**src/rtl/cpu_pkg.sv**
```systemverilog
// -----------------------------------------------------------------------------
// cpu_pkg -- shared CPU definitions
// Purpose : instruction field positions, opcode constants and the decoded
//           control struct used by the ID/EX stage and by the ALU.
// Contents: field localparams, opcode_e, ctrl_t, decode().
// -----------------------------------------------------------------------------
package cpu_pkg;

    // Instruction field layout (32-bit instruction word)
    localparam int INSTR_W = 32;
    localparam int OPC_LSB = 27;
    localparam int OPC_W   = 5;
    localparam int RD_LSB  = 23;
    localparam int RS1_LSB = 19;
    localparam int RS2_LSB = 15;
    localparam int IMM_BIT = 14;
    localparam int IMM_LSB = 0;
    localparam int IMM_W   = 14;

    typedef enum logic [4:0] {
        OP_ADD  = 5'd1,
        OP_SUB  = 5'd2,
        OP_AND  = 5'd3,
        OP_MOV  = 5'd4,
        OP_OR   = 5'd9,
        OP_XOR  = 5'd10,
        OP_SHL  = 5'd11,
        OP_SHR  = 5'd12,
        OP_LDR  = 5'd17,
        OP_STR  = 5'd19,
        OP_BEQ  = 5'd25,
        OP_BNE  = 5'd26,
        OP_BLT  = 5'd27,
        OP_BGE  = 5'd28,
        OP_BLTU = 5'd29,
        OP_BGEU = 5'd30
    } opcode_e;

    // Decoded controls; the *_imm and uses_* flags steer operand selection
    // and tell the hazard logic which source registers are really read.
    typedef struct packed {
        logic legal;
        logic reg_wr;
        logic mem_rd;
        logic mem_wr;
        logic is_branch;
        logic a_is_imm;
        logic b_is_imm;
        logic uses_rs1;
        logic uses_rs2;
    } ctrl_t;

    function automatic ctrl_t decode(input logic [4:0] opc, input logic imm_sel);
        ctrl_t c;
        c = '0;
        case (opc)
            OP_ADD, OP_SUB, OP_AND, OP_OR, OP_XOR, OP_SHL, OP_SHR: begin
                c.legal  = 1'b1;
                c.reg_wr = 1'b1;
            end
            OP_MOV: begin
                c.legal    = 1'b1;
                c.reg_wr   = 1'b1;
                c.a_is_imm = imm_sel;   // MOV #imm routes the immediate to A
            end
            OP_LDR: begin
                c.legal    = 1'b1;
                c.reg_wr   = 1'b1;
                c.mem_rd   = 1'b1;
                c.b_is_imm = 1'b1;      // base + offset
            end
            OP_STR: begin
                c.legal    = 1'b1;
                c.mem_wr   = 1'b1;
                c.b_is_imm = 1'b1;      // base + offset; store data not carried
            end
            OP_BEQ, OP_BNE, OP_BLT, OP_BGE, OP_BLTU, OP_BGEU: begin
                c.legal     = 1'b1;
                c.is_branch = 1'b1;
            end
            default: begin
                c = '0;
            end
        endcase
        c.b_is_imm = c.b_is_imm | imm_sel;
        c.uses_rs1 = ~c.a_is_imm;
        c.uses_rs2 = ~c.b_is_imm;
        return c;
    endfunction

endpackage

```
**src/rtl/fwd_mux.sv**
```systemverilog
// -----------------------------------------------------------------------------
// fwd_mux -- forwarding select for one source operand
// Purpose : picks the newest value of register rs: EX/MEM forward first,
//           then MEM/WB forward, otherwise the register-file read data.
// Ports   : rs (source index), rf_data, fwd1_en/rd/data, fwd2_en/rd/data,
//           sel_data (selected operand value).
// -----------------------------------------------------------------------------
module fwd_mux #(
    parameter int N  = 32,
    parameter int RW = 4
) (
    input  logic [RW-1:0] rs,
    input  logic [N-1:0]  rf_data,
    input  logic          fwd1_en,
    input  logic [RW-1:0] fwd1_rd,
    input  logic [N-1:0]  fwd1_data,
    input  logic          fwd2_en,
    input  logic [RW-1:0] fwd2_rd,
    input  logic [N-1:0]  fwd2_data,
    output logic [N-1:0]  sel_data
);

    // Priority select: the younger EX/MEM result wins over MEM/WB
    always_comb begin
        sel_data = rf_data;
        if (fwd1_en && (fwd1_rd == rs)) begin
            sel_data = fwd1_data;
        end else if (fwd2_en && (fwd2_rd == rs)) begin
            sel_data = fwd2_data;
        end else begin
            sel_data = rf_data;
        end
    end

endmodule

```
**src/rtl/id_ex_stage.sv**
```systemverilog
// -----------------------------------------------------------------------------
// id_ex_stage -- decode / operand-fetch pipeline register feeding the ALU
// Purpose : decodes the incoming instruction, reads and forwards operands,
//           detects load-use hazards and registers everything for EX.
// Ports   : clk, rst (sync, active-high)
//           in_valid/in_ready/instr        : from fetch
//           rs1_addr/rs2_addr, rd1/rd2     : register-file read port
//           fwd1_* (EX/MEM), fwd2_* (MEM/WB): result forwarding
//           flush                          : taken-branch kill
//           out_valid/out_ready, alu_ctrl, src_A, src_B, dest,
//           reg_wr, mem_rd, mem_wr, is_branch : to EX
//           illegal                        : one-cycle unsupported-opcode pulse
// -----------------------------------------------------------------------------
module id_ex_stage
    import cpu_pkg::*;
#(
    parameter int N  = 32,
    parameter int RW = 4
) (
    input  logic          clk,
    input  logic          rst,
    input  logic          in_valid,
    output logic          in_ready,
    input  logic [31:0]   instr,
    output logic [RW-1:0] rs1_addr,
    output logic [RW-1:0] rs2_addr,
    input  logic [N-1:0]  rd1,
    input  logic [N-1:0]  rd2,
    input  logic          fwd1_en,
    input  logic [RW-1:0] fwd1_rd,
    input  logic [N-1:0]  fwd1_data,
    input  logic          fwd2_en,
    input  logic [RW-1:0] fwd2_rd,
    input  logic [N-1:0]  fwd2_data,
    input  logic          flush,
    output logic          out_valid,
    input  logic          out_ready,
    output logic [4:0]    alu_ctrl,
    output logic [N-1:0]  src_A,
    output logic [N-1:0]  src_B,
    output logic [RW-1:0] dest,
    output logic          reg_wr,
    output logic          mem_rd,
    output logic          mem_wr,
    output logic          is_branch,
    output logic          illegal
);

    logic [OPC_W-1:0] opc_s;
    logic             imm_sel_s;
    logic [RW-1:0]    rd_s;
    ctrl_t            ctrl_s;
    logic [N-1:0]     imm_s;
    logic [N-1:0]     rs1_val_s;
    logic [N-1:0]     rs2_val_s;
    logic [N-1:0]     src_a_s;
    logic [N-1:0]     src_b_s;
    logic             load_en_s;
    logic             hazard_s;
    logic             xfer_s;

    assign opc_s     = instr[OPC_LSB +: OPC_W];
    assign imm_sel_s = instr[IMM_BIT];
    assign rd_s      = instr[RD_LSB +: RW];
    assign rs1_addr  = instr[RS1_LSB +: RW];
    assign rs2_addr  = instr[RS2_LSB +: RW];
    assign imm_s     = {{(N-IMM_W){instr[IMM_LSB+IMM_W-1]}}, instr[IMM_LSB +: IMM_W]};
    assign ctrl_s    = decode(opc_s, imm_sel_s);

    fwd_mux #(.N(N), .RW(RW)) u_fwd_a (
        .rs        (rs1_addr),
        .rf_data   (rd1),
        .fwd1_en   (fwd1_en),
        .fwd1_rd   (fwd1_rd),
        .fwd1_data (fwd1_data),
        .fwd2_en   (fwd2_en),
        .fwd2_rd   (fwd2_rd),
        .fwd2_data (fwd2_data),
        .sel_data  (rs1_val_s)
    );

    fwd_mux #(.N(N), .RW(RW)) u_fwd_b (
        .rs        (rs2_addr),
        .rf_data   (rd2),
        .fwd1_en   (fwd1_en),
        .fwd1_rd   (fwd1_rd),
        .fwd1_data (fwd1_data),
        .fwd2_en   (fwd2_en),
        .fwd2_rd   (fwd2_rd),
        .fwd2_data (fwd2_data),
        .sel_data  (rs2_val_s)
    );

    // Operand steering: immediate vs forwarded register value
    always_comb begin
        src_a_s = rs1_val_s;
        src_b_s = rs2_val_s;
        if (ctrl_s.a_is_imm) begin
            src_a_s = imm_s;
        end else begin
            src_a_s = rs1_val_s;
        end
        if (ctrl_s.b_is_imm) begin
            src_b_s = imm_s;
        end else begin
            src_b_s = rs2_val_s;
        end
    end

    // Load-use hazard: a held load's result is not yet available to a reader
    always_comb begin
        hazard_s = 1'b0;
        if (out_valid && mem_rd && reg_wr && in_valid) begin
            hazard_s = (ctrl_s.uses_rs1 && (dest == rs1_addr)) ||
                       (ctrl_s.uses_rs2 && (dest == rs2_addr));
        end else begin
            hazard_s = 1'b0;
        end
    end

    // Handshake: flush always drains the input, reset blocks it
    always_comb begin
        load_en_s = !out_valid || out_ready;
        in_ready  = 1'b0;
        if (rst) begin
            in_ready = 1'b0;
        end else if (flush) begin
            in_ready = 1'b1;
        end else begin
            in_ready = load_en_s && !hazard_s;
        end
        xfer_s = in_valid && in_ready && !flush;
    end

    // Output pipeline register; bubbles only clear out_valid, payload holds
    always_ff @(posedge clk) begin
        if (rst) begin
            out_valid <= 1'b0;
            alu_ctrl  <= 5'd0;
            src_A     <= '0;
            src_B     <= '0;
            dest      <= '0;
            reg_wr    <= 1'b0;
            mem_rd    <= 1'b0;
            mem_wr    <= 1'b0;
            is_branch <= 1'b0;
            illegal   <= 1'b0;
        end else if (flush) begin
            out_valid <= 1'b0;
            illegal   <= 1'b0;
        end else if (load_en_s) begin
            out_valid <= xfer_s && ctrl_s.legal;
            illegal   <= xfer_s && !ctrl_s.legal;
            if (xfer_s && ctrl_s.legal) begin
                alu_ctrl  <= opc_s;
                src_A     <= src_a_s;
                src_B     <= src_b_s;
                dest      <= rd_s;
                reg_wr    <= ctrl_s.reg_wr;
                mem_rd    <= ctrl_s.mem_rd;
                mem_wr    <= ctrl_s.mem_wr;
                is_branch <= ctrl_s.is_branch;
            end else begin
                alu_ctrl  <= alu_ctrl;
                src_A     <= src_A;
                src_B     <= src_B;
                dest      <= dest;
                reg_wr    <= reg_wr;
                mem_rd    <= mem_rd;
                mem_wr    <= mem_wr;
                is_branch <= is_branch;
            end
        end else begin
            illegal <= 1'b0;
        end
    end

endmodule
```
**config.mk**
```make
export PLATFORM = sky130hd
export DESIGN_NAME = id_ex_stage
export DESIGN_NICKNAME = d
export VERILOG_FILES = /design/src/rtl/cpu_pkg.sv /design/src/rtl/fwd_mux.sv /design/src/rtl/id_ex_stage.sv
export SDC_FILE = /design/constraint.sdc
export NUM_CORES = 1
export LEC_CHECK = 0
export CORE_ASPECT_RATIO = 0.9
export CORE_MARGIN = 8
export CORE_UTILIZATION = 39
export DETAILED_ROUTE_END_ITERATION = 8
export PLACE_DENSITY = 0.86
export SYNTH_ARGS = -nofsm -noshare
export SYNTH_HDL_FRONTEND = slang
export SYNTH_HIERARCHICAL = 1
export SYNTH_SLANG_ARGS = --single-unit
```
**constraint.sdc**
```tcl
create_clock -name clk -period 1.75 [get_ports clk]
set_input_delay 0.175 -clock clk [delete_from_list [all_inputs] [get_ports clk]]
set_output_delay 0.175 -clock clk [all_outputs]
set_load 0.01 [all_outputs]
```
Word level (Yosys, flattened, before mapping)
Cells that the tools add are included.
W data, S select, Z words.
{"block": "classes", "eq_ne": 22, "n_mux": 16, "n_bitwise": 5, "reduce_logical": 27}
{"op": "$mux W32", "count": 6}
{"op": "$eq A5 B5 Y1 const B", "count": 8}
{"op": "$eq A4 B4 Y1", "count": 6}
{"op": "$eq A5 B4 Y1 const B", "count": 4}
{"op": "$reduce_or A16 Y1", "count": 1}
{"op": "$logic_and A1 B1 Y1", "count": 14}
{"op": "$eq A5 B2 Y1 const B", "count": 2}
{"op": "$mux W1", "count": 10}
{"op": "$reduce_or A9 Y1", "count": 1}
{"op": "$reduce_or A6 Y1", "count": 1}
{"op": "$eq A5 B1 Y1 const B", "count": 1}
{"op": "$eq A5 B3 Y1 const B", "count": 1}
{"op": "$logic_not A1 Y1", "count": 4}
{"op": "$not A1 Y1", "count": 4}
{"op": "$reduce_or A2 Y1", "count": 2}
{"op": "$reduce_and A3 Y1", "count": 1}
{"op": "$reduce_or A3 Y1", "count": 1}
{"op": "$logic_or A1 B1 Y1", "count": 2}
{"op": "$or A1 B1 Y1", "count": 1}
{"block": "totals", "regBits": 79, "in_bits": 175}

Longest topological paths before layout
{"block": "logic_depth", "ltp_word": 16, "depth_mapped": 10, "ltp_nobuf": 7}

Cells and area by module
The synthesis kept the hierarchy.
{"module": "id_ex_stage", "instances": 1, "cells_each": 481, "area_per_inst_um2": 4224.1, "seq_area_each_um2": 1581.5}
{"module": "fwd_mux", "instances": 2, "cells_each": 171, "area_per_inst_um2": 959.7, "seq_area_each_um2": 0.0}

Worst setup path after synthesis
OpenSTA, ideal clock, no wires.
{"block": "synth_timing", "path_type": "input-to-reg", "start": "input port fwd1_rd[0]", "end": "register src_A[30]", "setup_ns": 0.074, "arrival_ns": 1.741, "t_required_ns": 1.676, "slack_ns": -0.065, "stages": 8, "cell_sequence": "nor2b_1 a2111o_1 or2_1 buf_2 a31oi_1 a21oi_1 or4_1 o21ai_0"}
{"block": "synth_between", "elab_chain_len": 4}
{"item": "start: declaration", "line": "id_ex_stage.sv:30", "source": "input logic [RW-1:0] fwd1_rd,"}
{"item": "$eq A4 B4 Y1", "line": "fwd_mux.sv:26", "source": "if (fwd1_en && (fwd1_rd == rs)) begin"}
{"item": "$logic_and A1 B1 Y1", "line": "fwd_mux.sv:26"}
{"item": "$mux W32", "line": "fwd_mux.sv:26"}
{"item": "net rs1_val_s[30]", "line": "id_ex_stage.sv:54", "source": "logic [N-1:0] rs1_val_s;"}
{"item": "$mux W32", "line": "id_ex_stage.sv:98", "source": "if (ctrl_s.a_is_imm) begin"}
{"item": "end signal: assignment", "line": "id_ex_stage.sv:156", "source": "src_A <= src_a_s;"}
{"item": "end signal: assignment", "line": "id_ex_stage.sv:165", "source": "src_A <= src_A;"}
{"item": "end: declaration", "line": "id_ex_stage.sv:39", "source": "output logic [N-1:0] src_A,"}
The timed path passes the listed nets, and every way through them passes these cells.
A chain may end at the register's enable or synchronous reset.

Worst setup path after layout
{"block": "layout_timing", "start": "register out_valid", "end": "output port in_ready"}
{"block": "layout_between", "elab_chain_len": 8, "elab_cells_between_ends": 10, "classes_between": "3 x mux; 7 x reduce/logical"}
{"item": "start: declaration", "line": "id_ex_stage.sv:36", "source": "output logic out_valid,"}
{"item": "start signal: assignment", "line": "id_ex_stage.sv:152", "source": "out_valid <= xfer_s && ctrl_s.legal;"}
{"item": "$logic_and A1 B1 Y1 (3 in a row)", "line": "id_ex_stage.sv:113", "source": "if (out_valid && mem_rd && reg_wr && in_valid) begin"}
{"item": "$mux W1", "line": "id_ex_stage.sv:113"}
{"item": "$logic_not A1 Y1", "line": "id_ex_stage.sv:130", "source": "in_ready = load_en_s && !hazard_s;"}
{"item": "$logic_and A1 B1 Y1 *", "line": "id_ex_stage.sv:130"}
{"item": "$mux W1 *", "line": "id_ex_stage.sv:127", "source": "end else if (flush) begin"}
{"item": "$mux W1 *", "line": "id_ex_stage.sv:125", "source": "if (rst) begin"}
{"item": "end: declaration", "line": "id_ex_stage.sv:23", "source": "output logic in_ready,"}
Every way passes the cells marked *; elsewhere a longest branch is shown, timed or not.

==> metrics.md <==
| Metric | Value |
|---|---|
| Max frequency | 0.5190 GHz |
| CTS H-tree lvls | 3 |
| Crit Path Category | register to output port |
| Buffers on Ports | roughly 260 |
| Routed vias/inst | 6.434 |
| CTS buffer count | 9 |
| Peak VDD IR | about 0.47 mV |
| Max_cap viols | 0 |
| Global route total overflow | 0 |
| Wire per inst | about 24 um |
| DP HPWL | about 21 mm |
| Share of layout cells above drive strength 1 | a little under a fifth |
| Total GRT Usage | about 28% |
| First-pass GRT wire length | between 40 and 50 mm |
| 1st-pass router iterations | 6 |
| Worst path cell trace | nand4_1 -> buf_4 -> nor3_2 -> nand4_4 -> nand3_4 -> a21oi_2 -> buf_2 |
| Antenna Cells | 0 |
| Crit Reg-Reg Startpoint | out_valid |
| Worst Setup Slack, final | -0.1766 ns |
| Core ar. | between 0.015 and 0.02 mm2 |
| Final-report hold violation count | 0 |
| Cell taking the most area after synthesis | dfxtp_1 |
| Initial core utilization | around 40% |
| Clock latency on the worst-skew pair | 0.35 ns |
| Gate Count Post-Synth | 823 |
| Post-synth top area share | between 20 and 30% |
| Vias in the first global route | approximately 7800 |
| Die ar. | about 0.020 mm2 |
| RSZ-0062 raised after global routing | yes |
| Max transition margin | ~49% |
| Ports | ~260 |
| DRT Wirelength | 31.00 mm |
| Die Ht | between 100 and 150 um |
| Worst Hold Class | input port to register |
| Largest family of logic cells by synthesized area | compound AO/OA/AOI/OAI gates |
| Total Power | ~5.7 mW |
| Via count | a little over 8000 |
| WP data arrival | 1.75 ns |
| DR DRC count | 0 |
| Pins over their slew limit | 0 |
| Layout area overhead | 67.72% |
| Mux cell area share after synthesis | under 10% |
| Finish-stage setup viols | between 60 and 70 |
| Fillers | around 1200 |
| Compound-gate portion of the synthesized area | around 30% |
| Finished Cell Area | 0.01030 mm2 |
| Seq cells post-synth | about 80 |
| Clock root buffer | clkbuf_16 |
| WP buf/inv | 2 |
| Status | complete, but fails checks |
| Commonest cells after routing, fill and taps aside | clkdlybuf4s50_1 (236), o21ai_0 (117), dfxtp_1 (74) |
| Crit path launch type | register |
| Fin crit share | 110.1% |
| Mapped Nets | ~1000 |
| Xor/xnor cell area share of the yosys netlist | around 2.6% |
| FP Rows | 43 |
| Largest net degree at the start of global routing | 69 |
| Synth cell types | 38 |
| Final Non-Filler Cells | ~1300 |
| Worst slew pin tran | about 0.76 ns |
| Leading cell type in the layout, fill and taps excluded | clkdlybuf4s50_1 |
| Clock Skew | about 0.0091 ns |
| CTS clk-pin slew, worst paths | around 0.06 ns |
| Hold path start | instr[27] |
| Min Tclk post-route | roughly 1.9 ns |
| Area contributors post-synth | dfxtp_1 (26%), o21ai_0 (11%), o41ai_1 (8.8%) |
| CP Launch Point | out_valid |
| DP Cell Count | roughly 1300 |
| Family with the most delay on the worst path | simple AND/OR/NAND/NOR gates |
| Chip width | around 150 um |
| Synthesized cell area | just over 0.006 mm2 |
| Nets | roughly 1300 |
| Max Root-Sink Buffers | 2 |
| CTS tree | done |
| Clock sink count | slightly below 80 |
| Initial detailed-routing violation count | between 900 and 1000 |
| Leakage | ~3.8 nW |
| CP max stage cell | dfxtp_2 |
| Mean Syn Cell Area | 7.465 um2 |
| Failing checks | setup timing |
| Worst Path Required | between 1.5 and 2 ns |
| CP endpoint kind | output port |
| Synth Area in Simple Gates | 25.50% |
| Crit-path max FO | 3 |
| Adder-Cell Fraction of Synth Area | 0% |
| Power Density | ~550 mW/mm2 |
| Seq/Total Area, Yosys | 25.74% |
| Routed Antenna Nets | 0 |
| Initial antenna violation count | 0 |
| Yosys warns | 6 |
| Gp weighted congestion | about 1 |
| Post-placement cell area | approximately 0.0093 mm2 |
| Largest stage delay, worst path | ~0.35 ns |
[power by group]
part           leakage, nW  total [mW]  switching, mW  internal [mW]
Sequential           0.642        1.87         0.0288           1.85
Clock                0.146        1.96          0.818           1.15
Combinational         2.96        1.84          0.938          0.903
[through the flow]
stage / utilization, % / worst slack [ns] / hold slack [ns] / TNS [ns]
after floorplan: - / -0.06530 / 0.2992 / -0.1006
after global placement: 60.32 / -0.6185 / 0.4590 / -44.38
after detailed placement: 60.32 / -0.6889 / 0.4725 / -49.13
after CTS: 64.44 / -0.03456 / 0.3048 / -0.1456
after global routing: 66.96 / -0.2202 / 0.2276 / -9.589
final: 66.96 / -0.1766 / 0.2204 / -5.166
[routing by layer]
layer  GRT usage [%]  up-vias  share of wire, %
met5               0        -                 0
met2           46.93      697                46
met3           6.622      134                11
met1           34.06     3811                37
li1                -     3677                 -
met4           12.28        0               5.0
[final cells by class]
| type | instances | area (um2) | area share, % |
|---|---|---|---|
| inverters | 4 | 15.01 | 0.1457 |
| repair buffers | 369 | 3696 | 35.87 |
| well taps | 202 | 252.7 | 2.453 |
| multi-input cells | 623 | 4451 | 43.19 |
| clock buffers | 11 | 242.7 | 2.356 |
| flip-flops and latches | 79 | 1590 | 15.43 |
| clock inverters | 5 | 56.30 | 0.5464 |
[kinds of logic after synthesis]
family / Yosys count
AND/OR/NAND/NOR: 262
flip-flops: 79
XOR/XNOR: 18
AO/OA/AOI/OAI: 304
buffers and inverters: 121
multiplexers: 39
[state kept, by name, indices dropped and copies added, names as in the netlist, 4 cells and up]
name,cells
src_B,32
alu_ctrl,5
dest,4
src_A,32
[synth_stat cells]
cell,instances
nand4_2,1
o21bai_1,1
a2111o_1,2
nor2b_1,70
nand3b_1,2
or3_1,1
a31oi_1,64
nand2_1,4
or2_1,2
nand2b_1,27
nor2_1,6
nor4b_4,1
a21oi_1,41
buf_6,11
nand3_2,1
and4bb_1,1
o21ai_0,130
nor3_1,67
xnor2_1,12
nor2_2,3
and3_1,2
buf_4,9
buf_1,4
o41ai_2,1
dfxtp_1,79
o2111ai_1,2
or4_1,1
xor2_1,6
nand3b_2,1
o41ai_1,62
inv_1,4
buf_2,4
a21boi_0,1
mux2_2,1
nand4_1,67
mux2i_1,38
clkbuf_1,89
nand3_1,5
[path summary, 6_finish.rpt]
path	slack (ns)	depth (start not counted)	to
setup / recovery	-0.18	7	in_ready
setup reg to reg	-0.17	9	dest[2]
hold reg to reg	0.48	2	mem_wr
hold / removal	0.22	3	alu_ctrl[0]
[worst min-delay path, cell delays in order]
cell	delay, ns
clkbuf_2	0.15
nand2b_1	0.11
mux2i_1	0.08
[timing repair]
action / 4_1_cts / 5_1_grt
endpoints found under the setup margin: 79 / 78
buffers inserted: 10 / 6
resized for setup: 79 / 77
hold buffers: 0 / 0
pin swaps: 28 / 12
cloned: 3 / 3
(Power assumes the default switching activity.)
